<file path="src/rtl/register_writeback_arbiter_pkg.sv">
// Shared types for the register write-back path: word/index/instruction types,
// the write-back nop encoding and the requester payload.
package register_writeback_arbiter_pkg;

  localparam int unsigned word_w                 = 32;
  localparam int unsigned reg_count              = 32;
  localparam int unsigned reg_index_w            = $clog2(reg_count);
  localparam int unsigned num_requesters_default = 3;
  localparam int unsigned requester_index_w      = $clog2(num_requesters_default);

  typedef logic [word_w-1:0]            word_t;
  typedef logic [reg_index_w-1:0]       register_index_t;
  typedef logic [requester_index_w-1:0] requester_index_t;

  typedef enum logic [3:0] {
    OP_NOP  = 4'd0,
    OP_ALU  = 4'd1,
    OP_LOAD = 4'd2,
    OP_CSR  = 4'd3,
    OP_MUL  = 4'd4
  } opcode_t;

  typedef struct packed {
    opcode_t         op;
    logic            has_rd;
    register_index_t rd;
    register_index_t rs1;
    register_index_t rs2;
  } instruction_t;

  localparam instruction_t instr_nop = '{op: OP_NOP, has_rd: 1'b0, rd: '0, rs1: '0, rs2: '0};

  typedef struct packed {
    register_index_t rd;
    word_t           data;
  } requester_t;

  // Write-back carrier: a nop that names rd; x0 is marked as having no destination.
  function automatic instruction_t wb_instr_for(register_index_t rd);
    instruction_t i;
    i        = instr_nop;
    i.rd     = rd;
    i.has_rd = (rd != '0);
    return i;
  endfunction

endpackage

</file>
<file path="src/rtl/register_writeback_arbiter_round_robin_arbiter.sv">
// Combinational round-robin grant: first valid requester at or above ptr, wrapping.
module round_robin_arbiter #(
  parameter int unsigned num_requesters = 3,
  localparam int unsigned idx_w = (num_requesters > 1) ? $clog2(num_requesters) : 1
) (
  input  logic [num_requesters-1:0] valid,
  input  logic [idx_w-1:0]          ptr,
  output logic [num_requesters-1:0] grant_c,
  output logic [idx_w-1:0]          grant_idx_c,
  output logic                      any_grant_c
);

  // Scan from the farthest offset down so the nearest valid requester wins.
  always_comb begin
    int idx;
    idx         = 0;
    grant_c     = '0;
    grant_idx_c = '0;
    any_grant_c = 1'b0;
    for (int k = int'(num_requesters) - 1; k >= 0; k--) begin
      idx = int'(ptr) + k;
      if (idx >= int'(num_requesters)) idx = idx - int'(num_requesters);
      if (valid[idx_w'(idx)]) begin
        grant_idx_c = idx_w'(idx);
        any_grant_c = 1'b1;
      end
    end
    if (any_grant_c) grant_c[grant_idx_c] = 1'b1;
  end

endmodule

</file>
<file path="src/rtl/register_writeback_arbiter.sv">
// Round-robin sharing of the register_unit write port with a one-cycle output stage.
// Optional busy-bit hazard scoreboard enabled by WB_ARBITER_SCOREBOARD_EN.
module register_writeback_arbiter
  import register_writeback_arbiter_pkg::*;
#(
  parameter int unsigned num_requesters = num_requesters_default,
  parameter int unsigned size           = reg_count
) (
  input  logic                                clk,
  input  logic                                reset,
  input  logic            [num_requesters-1:0] req_valid,
  output logic            [num_requesters-1:0] req_ready,
  input  register_index_t [num_requesters-1:0] req_rd,
  input  word_t           [num_requesters-1:0] req_data,
  output instruction_t                        wb_instr,
  output word_t                               wb_xd,
  output logic                                wb_enable,
  input  logic                                claim_valid,
  input  register_index_t                     claim_rd,
  input  instruction_t                        src_instr,
  output logic                                stall
);

  localparam int unsigned idx_w = (num_requesters > 1) ? $clog2(num_requesters) : 1;

  logic [idx_w-1:0]          rr_ptr;
  logic [num_requesters-1:0] grant_c;
  logic [idx_w-1:0]          grant_idx_c;
  logic                      any_grant_c;
  logic                      handshake_c;
  requester_t                sel_c;

  round_robin_arbiter #(.num_requesters(num_requesters)) u_arb (
    .valid       (req_valid),
    .ptr         (rr_ptr),
    .grant_c     (grant_c),
    .grant_idx_c (grant_idx_c),
    .any_grant_c (any_grant_c)
  );

  // No grants leak out while reset holds the datapath.
  assign req_ready   = reset ? grant_c : '0;
  assign handshake_c = any_grant_c & reset;

  always_comb begin
    sel_c.rd   = req_rd[grant_idx_c];
    sel_c.data = req_data[grant_idx_c];
  end

  always_ff @(posedge clk or negedge reset) begin
    if (!reset) begin
      rr_ptr <= '0;
    end else if (handshake_c) begin
      rr_ptr <= (grant_idx_c == idx_w'(num_requesters - 1)) ? '0 : grant_idx_c + idx_w'(1);
    end
  end

  // Registered write stage; wb_xd holds its last value on idle cycles.
  always_ff @(posedge clk or negedge reset) begin
    if (!reset) begin
      wb_enable <= 1'b0;
      wb_instr  <= instr_nop;
      wb_xd     <= '0;
    end else begin
      wb_enable <= handshake_c;
      if (handshake_c) begin
        wb_instr <= wb_instr_for(sel_c.rd);
        wb_xd    <= sel_c.data;
      end else begin
        wb_instr <= instr_nop;
      end
    end
  end

`ifdef WB_ARBITER_SCOREBOARD_EN
  logic [size-1:0] busy;
  logic [size-1:0] busy_next_c;
  logic            unused_src_c;

  // Clear from the output stage first so a same-index claim overrides it.
  always_comb begin
    busy_next_c = busy;
    if (wb_enable && wb_instr.has_rd) busy_next_c[wb_instr.rd] = 1'b0;
    if (claim_valid && (claim_rd != '0)) busy_next_c[claim_rd] = 1'b1;
    busy_next_c[0] = 1'b0;
  end

  always_ff @(posedge clk or negedge reset) begin
    if (!reset) busy <= '0;
    else        busy <= busy_next_c;
  end

  assign stall        = busy[src_instr.rs1] | busy[src_instr.rs2] | busy[src_instr.rd];
  assign unused_src_c = ^{src_instr.op, src_instr.has_rd};
`else
  logic unused_claim_c;

  assign stall          = 1'b0;
  assign unused_claim_c = ^{claim_valid, claim_rd, src_instr};
`endif

endmodule

</file>
<file path="config.mk">
export PLATFORM = sky130hd
export DESIGN_NAME = register_writeback_arbiter
export DESIGN_NICKNAME = d
export VERILOG_FILES = /design/src/rtl/register_writeback_arbiter_pkg.sv /design/src/rtl/register_writeback_arbiter_round_robin_arbiter.sv /design/src/rtl/register_writeback_arbiter.sv
export SDC_FILE = /design/constraint.sdc
export NUM_CORES = 1
export LEC_CHECK = 0
export CAP_MARGIN = 20
export CORE_ASPECT_RATIO = 0.9
export CORE_UTILIZATION = 39
export DETAILED_ROUTE_END_ITERATION = 8
export PLACE_DENSITY = 0.87
export RECOVER_POWER = 100
export SLEW_MARGIN = 20
export SYNTH_ARGS = -nofsm -noshare
export SYNTH_HDL_FRONTEND = slang
export SYNTH_SLANG_ARGS = --single-unit
</file>
<file path="constraint.sdc">
create_clock -name clk -period 4.2 [get_ports clk]
set_input_delay 0.63 -clock clk [delete_from_list [all_inputs] [get_ports clk]]
set_output_delay 0.63 -clock clk [all_outputs]
set_load 0.02 [all_outputs]
</file>
==> impl_metrics.env <==
export IMPL_globalRouteTotalUtil=0.2435
export IMPL_worstMarginPinSlew_ps=2219
export IMPL_drive_above_1_share=0.07253
export IMPL_drc=0
export IMPL_grt_max_degree=42
export IMPL_insertion_delay_ps=280
export IMPL_syn_inst=315
export IMPL_synthArstFlopShare=1.000
export IMPL_avgRoutedWirePerCell_microns=17.29
export IMPL_design_portCount=199
export IMPL_cp_cell_sequence="inv_1 > ha_1 > mux2_1 > nor2b_1 > o41ai_4 > inv_2 > and3_1 > dlygate4sd3_1"
export IMPL_synthesis_area_sq_um=2935
export IMPL_ys_types=44
export IMPL_drv_slew=42
export IMPL_finish_utilization=0.6160
export IMPL_overflow=0
export IMPL_yosysWarnings=0
export IMPL_clk_path_buf_depth=2
export IMPL_ys_seq_elements=41
export IMPL_worst_setup_path_end_kind="primary output"
export IMPL_yosysSeqAreaShare=0.3495
export IMPL_cap_violations=1
export IMPL_yosysMostFrequentCell="dfrtp_1"
export IMPL_hold_viol=0
export IMPL_htreeDepth=2
export IMPL_violations="capacitance limit, slew limit"
export IMPL_holdCritPathClass="reg -> reg"
export IMPL_synth_edf_count=0
export IMPL_synthFlopType="dfrtp_1"
export IMPL_cts_setup_buffers=0
export IMPL_slowest_delay_ps=650
export IMPL_p_leak_uw=0.001772
export IMPL_die_area_sq_um=7877
export IMPL_portBuffers=157
export IMPL_cellPowerDensity_nw_per_um2=684.2
export IMPL_fin_tns_setup_ps=0
export IMPL_drtIter0Drc=105
export IMPL_nets=601
export IMPL_placementRows=29
export IMPL_grt_pass1_wl_microns=14970
export IMPL_crit_path_start_kind="flip-flop"
export IMPL_cts_hold_buffers=0
export IMPL_whs_ps=480.1
export IMPL_dpl_cell_count=542
export IMPL_cts_resized_gates=0
export IMPL_synth_area_top_cells="dfrtp_1 (35%), a221oi_2 (15%), and2_1 (6.8%)"
export IMPL_antenna_cells=0
export IMPL_clock_skew_ps=4.631
export IMPL_clkTransAtPathRegs_ps=80
export IMPL_cts_sinks=41
export IMPL_place_ws_ps=637.7
export IMPL_antenna_found_initial=0
export IMPL_gp_congestion=0.8401
export IMPL_dp_hpwl_microns=6583
export IMPL_finalSetupViolCount=0
export IMPL_wl_microns=9473
export IMPL_detail_route_vias_per_cell=5.467
export IMPL_core_sq_um=7148
export IMPL_fmax_ghz=0.2615
export IMPL_ir_worst_vdd_v=0.0003890
export IMPL_start_util=0.4106
export IMPL_num_vias=2996
export IMPL_min_period_ps=3824
export IMPL_cts_buffers=5
export IMPL_outcome="complete, but fails checks"
export IMPL_cp_top_family="buffers and inverters"
export IMPL_synth_top_cell_area_share=0.3495
export IMPL_cts_root_buf="clkbuf_8"
export IMPL_fin_cells=548
export IMPL_avgSynthCellArea_sq_um=9.318
export IMPL_chipHeight_microns=84.30
export IMPL_rsz0062_at_grt="false"
export IMPL_cp_arrival_ps=3190
export IMPL_dr_pass1_iters=4
export IMPL_finalWorstSetupSlack_ps=375.6
export IMPL_crit_required_ps=3570
export IMPL_tritoncts="built"
export IMPL_final_antenna_net_count=0
export IMPL_fp_dieW_microns=93.45
export IMPL_yosysTopAreaCell="dfrtp_1"
export IMPL_crit_type="reg -> out"
export IMPL_critPathBufInv=3
export IMPL_synth_commonest_cells="dfrtp_1 (41), o21ai_0 (38), nand2_1 (35), o21ai_1 (35), and2_1 (32)"
export IMPL_path_max_fanout=11
export IMPL_min_period_over_period=0.9106
export IMPL_critPathSlowestCell="dlygate4sd3_1"
export IMPL_slew_headroom=-0.4793
export IMPL_grt_pass1_vias=3091
export IMPL_area_growth_pct=50.00
layer usage:
| metal | part of all wire | up-vias | wire, microns | GRT usage |
|---|---|---|---|---|
| met4 | 0.019 | 0 | 179 | 0.07832 |
| met1 | 0.39 | 1439 | 3674 | 0.2761 |
| met2 | 0.52 | 141 | 4913 | 0.4445 |
| li1 | - | 1401 | - | - |
| met5 | 0 | - | 0 | 0 |
| met3 | 0.075 | 15 | 706 | 0.06069 |
stage by stage:
step / instance area, sq um / power (uW)
global route: 4403 / 3255
floorplan: 2988 / 2282
detailed placement: 4466 / 3030
global placement: 4466 / 2958
finish: 4403 / 3013
CTS: 4539 / 3277
placed cells by master, fill, tap and decap left out, types with 2 or more instances in the layout:
master           synthesis  final
dlygate4sd3_1            0     42
nor2b_1                  3      4
or2_1                    2      2
clkbuf_1                 8      2
and2_1                  32     32
buf_4                   24      5
a221oi_2                29     13
mux2_1                   1      2
clkdlybuf4s50_1          0    114
a211oi_1                 2      2
mux2i_1                  6      6
o22ai_1                  2      2
ha_1                     3      3
o22a_1                   2      2
nor2_1                   3      3
dfrtp_1                 41     41
o21ai_0                 38     54
clkbuf_8                 0      5
nand2_1                 35     34
o21ai_1                 35     19
a221oi_1                 3     19
a21oi_1                  6      6
inv_1                    3      3
conb_1                   1     15
clkbuf_2                 0      2
or4_1                    3      3
worst min-delay path, stage by stage (launching register included):
cell and delay [ps]:
dfrtp_1 340, nand2_1 40, o21ai_1 60
layout make-up:
type	count	area, sq um
Fill cell	634	2745
Timing Repair Buffer	165	1617
Multi-Input combinational cell	239	1555
Sequential cell	41	1026
Tap cell	93	116.4
Clock buffer	5	68.82
Inverter	4	15.01
Clock inverter	1	5.005
path summary, 6_finish.rpt:
kind,slack [ps],cells past startpoint,endpoint,start
worst max-delay path,380,8,req_ready[0],rr_ptr[1]$_DFFE_PN0P_
worst min-delay path,480,2,wb_xd[14]$_DFFE_PN0P_,wb_xd[14]$_DFFE_PN0P_
worst max register to register,980,8,wb_instr[15]$_DFF_PN0_,rr_ptr[1]$_DFFE_PN0P_
worst min register to register,480,2,wb_xd[14]$_DFFE_PN0P_,wb_xd[14]$_DFFE_PN0P_
max in group asynchronous,1730,2,wb_xd[27]$_DFFE_PN0P_,reset
min in group asynchronous,1210,2,wb_instr[12]$_DFF_PN0_,reset
power breakdown:
part	total [uW]	internal, uW	switching (uW)
logic	2100	824	1280
clock network	240	110	130
registers	671	589	81.9
state kept, by name, summed over array words and instances (netlist names):
| name | flops |
|---|---|
| wb_xd | 32 |
| wb_instr | 6 |
| rr_ptr | 2 |
| wb_enable | 1 |
kinds of logic (layout without fill, tap and decap cells):
| logic type | count (synthesis) | after routing | share of synthesized area |
|---|---|---|---|
| AO/OA/AOI/OAI | 126 | 126 | 0.3389 |
| AND/OR/NAND/NOR | 86 | 86 | 0.1552 |
| buffers and inverters | 49 | 175 | 0.1095 |
| flip-flops | 41 | 41 | 0.3495 |
| multiplexers | 9 | 9 | 0.03282 |
| adder cells (fa/ha/maj) | 3 | 3 | 0.01279 |
| other | 1 | 15 | 0.001278 |
(Power assumes the default switching activity.)
